<file path="config.mk">
export PLATFORM = sky130hd
export DESIGN_NAME = alu_seq_ctrl_flat
export DESIGN_NICKNAME = d
export VERILOG_FILES = /design/src/rtl/alu_seq_if.sv /design/src/rtl/alu_seq_ctrl.sv /design/src/flat_wrapper.sv
export SDC_FILE = /design/constraint.sdc
export NUM_CORES = 1
export LEC_CHECK = 0
export CELL_PAD_IN_SITES_DETAIL_PLACEMENT = 1
export CELL_PAD_IN_SITES_GLOBAL_PLACEMENT = 1
export CORE_ASPECT_RATIO = 0.6
export CORE_MARGIN = 8
export CORE_UTILIZATION = 31
export DETAILED_ROUTE_END_ITERATION = 12
export HOLD_SLACK_MARGIN = 0.05
export PLACE_DENSITY_LB_ADDON = 0.1
export RECOVER_POWER = 100
export SETUP_SLACK_MARGIN = 0.5
export SLEW_MARGIN = 20
export SYNTH_ARGS = -nofsm -noshare
export SYNTH_HDL_FRONTEND = slang
export SYNTH_SLANG_ARGS = --single-unit
</file>
<file path="constraint.sdc">
create_clock -name clk -period 2 [get_ports clk]
set_input_delay 0.5 -clock clk [delete_from_list [all_inputs] [get_ports clk]]
set_output_delay 0.5 -clock clk [all_outputs]
set_load 0.02 [all_outputs]
</file>
<file path="src/rtl/alu_seq_if.sv">
// Bundles the ID/EX issue, ALU operand/result and EX/MEM result signals
// around the EX-stage ALU sequencer.
interface alu_seq_if #(
    parameter int XLEN = 32
);
    logic            in_valid;
    logic            in_ready;
    logic [6:0]      in_opcode;
    logic [2:0]      in_funct3;
    logic            in_f7b5;
    logic [XLEN-1:0] in_a;
    logic [XLEN-1:0] in_b;
    logic [3:0]      alu_sel;
    logic [XLEN-1:0] alu_a;
    logic [XLEN-1:0] alu_b;
    logic [XLEN-1:0] alu_result;
    logic            out_valid;
    logic            out_ready;
    logic [XLEN-1:0] out_result;

    modport slave (
        input  in_valid, in_opcode, in_funct3, in_f7b5, in_a, in_b,
        input  alu_result, out_ready,
        output in_ready, alu_sel, alu_a, alu_b, out_valid, out_result
    );

    modport master (
        output in_valid, in_opcode, in_funct3, in_f7b5, in_a, in_b,
        output alu_result, out_ready,
        input  in_ready, alu_sel, alu_a, alu_b, out_valid, out_result
    );
endinterface

</file>
<file path="src/rtl/alu_seq_ctrl.sv">
// EX-stage sequencer for the shared integer ALU; shifts loop shift-by-1 through the ALU.
// Define ALU_FAST_SHIFT_EN when the external ALU shifts by the full amount in one cycle.
module alu_seq_ctrl #(
    parameter int XLEN = 32
) (
    input  logic        clk,
    input  logic        rst_n,
    input  logic        flush,
    output logic        busy,
    alu_seq_if.slave    bus
);
    localparam logic [6:0] OPC_R   = 7'b0110011;
    localparam logic [6:0] OPC_I   = 7'b0010011;
    localparam logic [6:0] OPC_LUI = 7'b0110111;

    localparam logic [3:0] SEL_ADD  = 4'd0;
    localparam logic [3:0] SEL_SUB  = 4'd1;
    localparam logic [3:0] SEL_LUI  = 4'd2;
    localparam logic [3:0] SEL_AND  = 4'd3;
    localparam logic [3:0] SEL_XOR  = 4'd4;
    localparam logic [3:0] SEL_OR   = 4'd5;
    localparam logic [3:0] SEL_SLL  = 4'd6;
    localparam logic [3:0] SEL_SRL  = 4'd7;
    localparam logic [3:0] SEL_SRA  = 4'd8;
    localparam logic [3:0] SEL_SLT  = 4'd9;
    localparam logic [3:0] SEL_SLTU = 4'd10;

`ifdef ALU_FAST_SHIFT_EN
    typedef enum logic [1:0] {IDLE, EXEC, DONE} state_t;
`else
    typedef enum logic [1:0] {IDLE, EXEC, SHIFT, DONE} state_t;
`endif

    function automatic logic [3:0] decode(input logic [6:0] opcode,
                                          input logic [2:0] funct3,
                                          input logic       f7b5);
        logic [3:0] sel;
        sel = SEL_ADD;
        if (opcode == OPC_R || opcode == OPC_I) begin
            case (funct3)
                3'b000:  sel = (opcode == OPC_R && f7b5) ? SEL_SUB : SEL_ADD;
                3'b001:  sel = SEL_SLL;
                3'b010:  sel = SEL_SLT;
                3'b011:  sel = SEL_SLTU;
                3'b100:  sel = SEL_XOR;
                3'b101:  sel = f7b5 ? SEL_SRA : SEL_SRL;
                3'b110:  sel = SEL_OR;
                default: sel = SEL_AND;
            endcase
        end else if (opcode == OPC_LUI) begin
            sel = SEL_LUI;
        end
        return sel;
    endfunction

`ifndef ALU_FAST_SHIFT_EN
    function automatic logic is_shift(input logic [3:0] sel);
        return (sel == SEL_SLL) || (sel == SEL_SRL) || (sel == SEL_SRA);
    endfunction
`endif

    state_t          state_q, state_d;
    logic [3:0]      op_q;
    logic [XLEN-1:0] p_q;
    logic [XLEN-1:0] b_q;
    logic [XLEN-1:0] out_result_q;
`ifndef ALU_FAST_SHIFT_EN
    logic [4:0]      cnt_q;
`endif
    logic [3:0]      dec_sel;
    logic            accept;
    logic [3:0]      alu_sel_c;
    logic [XLEN-1:0] alu_a_c, alu_b_c;

    assign dec_sel = decode(bus.in_opcode, bus.in_funct3, bus.in_f7b5);
    // flush wins over accept even though in_ready stays high in IDLE
    assign accept  = bus.in_valid && (state_q == IDLE) && !flush;

    always_comb begin
        state_d   = state_q;
        alu_sel_c = SEL_ADD;
        alu_a_c   = '0;
        alu_b_c   = '0;
        case (state_q)
            IDLE: begin
                if (accept) begin
`ifdef ALU_FAST_SHIFT_EN
                    state_d = EXEC;
`else
                    state_d = (is_shift(dec_sel) && bus.in_b[4:0] != 5'd0) ? SHIFT : EXEC;
`endif
                end
            end
            EXEC: begin
                alu_sel_c = op_q;
                alu_a_c   = p_q;
                alu_b_c   = b_q;
                state_d   = DONE;
            end
`ifndef ALU_FAST_SHIFT_EN
            SHIFT: begin
                alu_sel_c = op_q;
                alu_a_c   = p_q;
                alu_b_c   = XLEN'(1);
                if (cnt_q == 5'd1) state_d = DONE;
            end
`endif
            DONE: begin
                if (bus.out_ready) state_d = IDLE;
            end
            default: state_d = IDLE;
        endcase
        if (flush) state_d = IDLE;
    end

    always_ff @(posedge clk or negedge rst_n) begin
        if (!rst_n) begin
            state_q      <= IDLE;
            op_q         <= SEL_ADD;
            p_q          <= '0;
            b_q          <= '0;
            out_result_q <= '0;
`ifndef ALU_FAST_SHIFT_EN
            cnt_q        <= '0;
`endif
        end else begin
            state_q <= state_d;
            if (accept) begin
                op_q <= dec_sel;
                p_q  <= bus.in_a;
                b_q  <= bus.in_b;
`ifndef ALU_FAST_SHIFT_EN
                cnt_q <= bus.in_b[4:0];
`endif
            end
            // an aborted operation leaves the previous result in place
            if (!flush) begin
                if (state_q == EXEC) out_result_q <= bus.alu_result;
`ifndef ALU_FAST_SHIFT_EN
                if (state_q == SHIFT) begin
                    p_q   <= bus.alu_result;
                    cnt_q <= cnt_q - 5'd1;
                    if (cnt_q == 5'd1) out_result_q <= bus.alu_result;
                end
`endif
            end
        end
    end

    assign bus.in_ready   = (state_q == IDLE);
    assign bus.out_valid  = (state_q == DONE);
    assign bus.out_result = out_result_q;
    assign bus.alu_sel    = alu_sel_c;
    assign bus.alu_a      = alu_a_c;
    assign bus.alu_b      = alu_b_c;
    assign busy           = (state_q != IDLE);
endmodule

</file>
<file path="src/flat_wrapper.sv">
// flat-port wrapper written by rule: the top's interface ports become plain ports
module alu_seq_ctrl_flat 
#(
    parameter int XLEN = 32
)
  (clk, rst_n, flush, busy, bus_in_valid, bus_in_opcode, bus_in_funct3, bus_in_f7b5, bus_in_a, bus_in_b, bus_alu_result, bus_out_ready, bus_in_ready, bus_alu_sel, bus_alu_a, bus_alu_b, bus_out_valid, bus_out_result);
  alu_seq_if #(.XLEN(XLEN)) bus_i ();
  input  logic clk;
  input  logic rst_n;
  input  logic flush;
  output logic busy;
  input wire logic [$bits(bus_i.in_valid)-1:0] bus_in_valid;
  input wire logic [$bits(bus_i.in_opcode)-1:0] bus_in_opcode;
  input wire logic [$bits(bus_i.in_funct3)-1:0] bus_in_funct3;
  input wire logic [$bits(bus_i.in_f7b5)-1:0] bus_in_f7b5;
  input wire logic [$bits(bus_i.in_a)-1:0] bus_in_a;
  input wire logic [$bits(bus_i.in_b)-1:0] bus_in_b;
  input wire logic [$bits(bus_i.alu_result)-1:0] bus_alu_result;
  input wire logic [$bits(bus_i.out_ready)-1:0] bus_out_ready;
  output wire logic [$bits(bus_i.in_ready)-1:0] bus_in_ready;
  output wire logic [$bits(bus_i.alu_sel)-1:0] bus_alu_sel;
  output wire logic [$bits(bus_i.alu_a)-1:0] bus_alu_a;
  output wire logic [$bits(bus_i.alu_b)-1:0] bus_alu_b;
  output wire logic [$bits(bus_i.out_valid)-1:0] bus_out_valid;
  output wire logic [$bits(bus_i.out_result)-1:0] bus_out_result;
  assign bus_i.in_valid = bus_in_valid;
  assign bus_i.in_opcode = bus_in_opcode;
  assign bus_i.in_funct3 = bus_in_funct3;
  assign bus_i.in_f7b5 = bus_in_f7b5;
  assign bus_i.in_a = bus_in_a;
  assign bus_i.in_b = bus_in_b;
  assign bus_i.alu_result = bus_alu_result;
  assign bus_i.out_ready = bus_out_ready;
  assign bus_in_ready = bus_i.in_ready;
  assign bus_alu_sel = bus_i.alu_sel;
  assign bus_alu_a = bus_i.alu_a;
  assign bus_alu_b = bus_i.alu_b;
  assign bus_out_valid = bus_i.out_valid;
  assign bus_out_result = bus_i.out_result;
  alu_seq_ctrl #(.XLEN(XLEN)) u_core (.clk(clk), .rst_n(rst_n), .flush(flush), .busy(busy), .bus(bus_i));
endmodule
</file>
### After elaboration in Yosys (flattened, before gate mapping)

Cells that the tools add are included.

| operators by class | value |
|---|---|
| add/sub/neg operators | 1 |
| multipliers | 0 |
| divide/modulo/power cells | 0 |
| magnitude comparators | 0 |
| equality and inequality tests | 19 |
| shift-type cells | 0 |
| multiplexer cells | 23 |
| bitwise operators | 0 |
| reduce and logical (&&, ||, !) cells | 14 |

Operators with widths:

| kind | number |
|---|---|
| 32-bit 2-to-1 mux | 7 |
| 32-bit one-hot mux with 2 select lines | 1 |
| 4-bit one-hot mux with 7 select lines | 1 |
| 5-bit 2-to-1 mux | 3 |
| 7-bit by 6-bit equality test with 1-bit output (second input constant) | 2 |
| 2-bit 2-to-1 mux | 6 |
| 4-bit 2-to-1 mux | 3 |
| 3-bit equality test (second input constant) | 3 |
| 4-bit by 3-bit equality test with 1-bit output (second input constant) | 2 |
| 2-bit one-hot mux with 4 select lines | 1 |
| 7-bit by 5-bit equality test with 1-bit output (second input constant) | 1 |
| 3-bit by 2-bit equality test with 1-bit output (second input constant) | 2 |
| 3-bit by 2-bit inequality test with 1-bit output (second input constant) | 2 |
| 5-bit by 1-bit equality test with 1-bit output (second input constant) | 1 |
| 5-bit nonzero test | 1 |
| 5-bit by 1-bit subtractor with 5-bit output (second input constant) | 1 |
| 2-bit equality test (second input constant) | 2 |
| 4-bit equality test (second input constant) | 1 |
| 1-bit logical AND | 4 |
| 3-bit by 1-bit equality test with 1-bit output (second input constant) | 1 |
| 3-bit zero test | 1 |
| 1-bit logical OR | 3 |
| 3-bit inequality test (second input constant) | 1 |
| 3-bit AND reduction | 1 |
| 6 further kinds | 6 |

| word-level totals | value |
|---|---|
| register bits after elaboration | 107 |
| bits in latches | 0 |
| memory bits (writable) | 0 |
| ROM bits | 0 |
| output and inout bits | 103 |
| logic and storage cells | 63 |
| memories kept | 0 |

### Depth between registers and ports, before layout

| logic depth | value |
|---|---|
| word-level depth | 13 |
| mapped depth | 8 |
| mapped depth without buffers | 6 |

### Worst setup path after synthesis

OpenSTA, ideal clock, no wires.

| timing path | value |
|---|---|
| path type | register to output |
| from | register u_core.state_q[0] |
| to | output bus_alu_a[16] |
| arrival | 1.427 ns |
| data required time | 1.500 ns |
| path slack | 0.073 ns |
| cell stages (with the launch flop) | 6 |
| path buffers | 2 |
| cells stage by stage | dfrtp_1 inv_1 ha_1 clkbuf_1 clkbuf_1 and2_1 |

| on the way | value |
|---|---|
| cells in the longest elaborated chain, start to end | 3 |
| elaborated cells between the ends (all ways) | 4 |
| those cells by class | 2 x eq/ne; 1 x mux; 1 x reduce/logical |

RTL lines:

| item | line | source |
|---|---|---|
| start: declaration | alu_seq_ctrl.sv:62 | `state_t state_q, state_d;` |
| start signal: assignment | alu_seq_ctrl.sv:127 | `state_q <= state_d;` |
| 2-bit equality test or 2-bit by 1-bit equality test with 1-bit output (tied branches) | alu_seq_ctrl.sv:84 | `case (state_q)` |
| 2-bit OR reduction (no line) (*) | n/a |  |
| 32-bit 2-to-1 mux (*) | alu_seq_ctrl.sv:84 |  |
| end: declaration | flat_wrapper.sv:22 | `output wire logic [$bits(bus_i.alu_a)-1:0] bus_alu_a;` |

Every way passes the cells marked *; elsewhere a longest branch is shown, timed or not.

### Worst setup path after layout

| timing path | value |
|---|---|
| from | register u_core.state_q[1] |
| to | output bus_alu_a[26] |

Same word-level chain as after synthesis.

==> flow_metrics.py <==
metrics = {
    "routing": {
        "wl_per_cell_um": 22.8,
        "drt_wl_total_um": 23900,
        "drtIter0Drc": 316,
        "antenna_left": 0,
        "drc_errors": 0,
        "vias_per_cell": 4.90,
        "drt_first_pass_iters": 4,
        "vias": 5130,
    },
    "timing": {
        "setup_ws_ns": -0.158,
        "tns_ns": -8.60,
        "rsz0062_at_grt": "true",
        "slew_headroom_pct": 31.8,
        "period_share_pct": 108,
        "fmaxAchievable_mhz": 463,
        "hold_viol": 0,
        "tightest_slew_ns": 1.02,
        "fin_skew_ns": 0.00683,
        "period_minus_slack_ns": 2.16,
        "setup_viol_count_final": 114,
        "drv_slew": 0,
    },
    "logic_synthesis": {
        "synthFlopType": "dfrtp_1",
        "synth_cells": 548,
        "synth_area_leader_cell": "dfrtp_1",
        "async_flop_share_pct": 100,
        "synthTopCellsByArea": "dfrtp_1 53%, nand2_1 12%, and2_1 8.4%, mux2_2 6.4%, a31oi_1 4.4%",
        "ys_warn_count": 0,
        "ys_seq_area_share_pct": 52.8,
        "synth_cell_types": 34,
        "syn_avg_cell_area_um2": 9.25,
        "synth_seq_cells": 107,
        "syn_area_mm2": 0.00507,
        "synth_common_cells": "168 x nand2_1, 107 x dfrtp_1, 68 x and2_1, 39 x nor2_1, 36 x a31oi_1",
        "synth_top_area_share_pct": 52.8,
        "yosysMostFrequentCell": "nand2_1",
        "synth-edff-count": 0,
        "synth_fp_nets": 667,
    },
    "floorplan": {
        "die_width_um": 181,
        "die_y_um": 115,
        "die_area_mm2": 0.0208,
        "core_area_mm2": 0.0161,
        "io_pins": 215,
        "rows": 36,
        "start_util_pct": 31.4,
    },
    "cts": {
        "cts.path.max_buffers": 2,
        "clock-root-buffer": "clkbuf_16",
        "cts_sinks": 107,
        "cts_made_buffers": 9,
        "cts_tree": "done",
        "h-tree-depth": 3,
        "clock_latency_ns": 0.35,
        "clkSlewWorstSetupHoldPaths_ns": 0.07,
    },
    "worst_setup_path": {
        "crit_type": "reg2out",
        "cpMaxStageDelayCell": "dfrtp_1",
        "critical_path.max_fanout": 5,
        "r2r_slack_ns": -0.07,
        "required_ns": 1.50,
        "critPathCaptureType": "output pin",
        "r2r_cells": 12,
        "crit_arrival_ns": 1.66,
        "cp_cell_sequence": "inv_2 > ha_4 > buf_12 > clkbuf_16 > and2_4 > buf_6",
        "critPathLaunchType": "flop",
        "slowest_delay_ns": 0.39,
    },
    "placement": {
        "io_buffers": 214,
        "hpwl_um": 14200,
        "gp_congestion": 0.812,
        "dp.cells": 973,
    },
    "finish": {
        "n_antenna_cell": 0,
        "nNetsFinal": 951,
        "finalNonFillerCells": 1046,
        "areaGrowthSynthToFinish_pct": 96.0,
        "drive_above_1_share_pct": 48.1,
        "nFillCells": 1689,
    },
    "global_route": {
        "grt_antenna_before_repair": 0,
        "use_met2_pct": 31.1,
        "grt_max_degree": 40,
        "grt_pass1_vias": 5525,
        "grt_remaining_overflow": 0,
        "top_usage_layer": "met2",
        "use_met3_pct": 6.50,
        "grt.total_usage_pct": 20.1,
        "grt_pass1_wl_um": 33000,
        "met1_usage_pct": 27.6,
    },
    "job": {
        "max_cap_violations": 0,
    },
    "hold_path": {
        "hold_path.class": "in2async",
    },
    "outcome": {
        "outcome": "finished, violations left",
        "violations": "negative setup slack",
    },
    "pwr": {
        "power.density_mw_per_mm2": 1570,
        "ir_drop_mv": 0.740,
        "p_leak_nw": 4.66,
    },
}
## through the flow
| stage | setup WS (ns) | area [um^2] | utilization (%) | hold slack, ns | total power (W) |
|---|---|---|---|---|---|
| after floorplan | 0.302 | 5360 | - | 0.204 | 0.00793 |
| after global placement | -0.175 | 7960 | 49.3 | 0.451 | 0.0110 |
| after detailed placement | -0.213 | 7960 | 49.3 | 0.459 | 0.0113 |
| after CTS | -0.149 | 9010 | 55.9 | 0.0965 | 0.0145 |
| after global routing | -0.203 | 9940 | 61.6 | 0.264 | 0.0164 |
| final | -0.158 | 9940 | 61.6 | 0.223 | 0.0156 |
## sequential cells by signal, indices dropped and copies added, names as in the netlist
register / cells
u_core.cnt_q: 5
u_core.b_q: 32
u_core.state_q: 2
u_core.bus.out_result: 32
u_core.p_q: 32
u_core.op_q: 4
## report_power, final
group / switching [W] / internal (W) / total, W
logic: 0.00469 / 0.00522 / 0.00991
clock network: 0.000848 / 0.000887 / 0.00173
registers: 0.000739 / 0.00324 / 0.00398
total: 0.00627 / 0.00935 / 0.0156
## cell type report
type	instances	area [um^2]	area share, %
Clock buffer	11	243	2.44
Clock inverter	5	37.5	0.378
Inverter	6	22.5	0.227
Multi-Input combinational cell	400	3290	33.1
Sequential cell	107	2680	27.0
Tap cell	209	262	2.63
Timing Repair Buffer	308	3400	34.2
## layer usage
layer | up-vias | part of all wire [%]
li1 | 2367 | -
met1 | 2593 | 47
met2 | 157 | 46
met3 | 13 | 6.4
met4 | 0 | 0.74
met5 | - | 0
## worst paths after layout
kind,start,end
min in group clk,u_core.b_q[9],u_core.b_q[9]
worst min-delay path,rst_n,u_core.b_q[6]
worst max-delay path,u_core.state_q[1],bus_alu_a[26]
worst min register to register,u_core.b_q[9],u_core.b_q[9]
max in group asynchronous,rst_n,u_core.p_q[25]
worst max register to register,u_core.state_q[1],u_core.b_q[2]
## worst max-delay path: cells and delay by family (launching register included)
| family | cells | cell delay, ns |
|---|---|---|
| simple gates | 1 | 0.13 |
| fa+ha+maj | 1 | 0.25 |
| flops | 1 | 0.39 |
| buf+inv | 4 | 0.53 |
## what timing repair did
action,CTS,global route
pin swaps,18,114
gates cloned,9,8
hold buffers,0,0
setup buffers,22,18
resized for setup,640,188
setup endpoints to repair,209,188
## cells by family after synthesis
kind of cell / after synthesis / synth area share [%]
AOI/OAI and AO/OA: 63 / 8.24
adders and majority gates: 7 / 1.73
buffers and inverters: 41 / 3.36
DFF: 107 / 52.8
muxes: 32 / 7.11
and+or+nand+nor: 298 / 26.8
## layout by cell type (no fill, tap or decap), drive strengths merged, types with 3 or more instances in the layout
cell / count
nand2: 168
o211ai: 3
a21oi: 6
clkbuf: 54
dlygate4sd2: 5
mux2: 32
buf: 155
nand2b: 4
and2: 68
dfrtp: 107
a31oi: 36
nor3: 3
inv: 7
o21ai: 7
clkdlybuf4s50: 105
nor2: 40
ha: 7
nor2b: 7
Note: power is estimated with default switching activity, not from simulation.
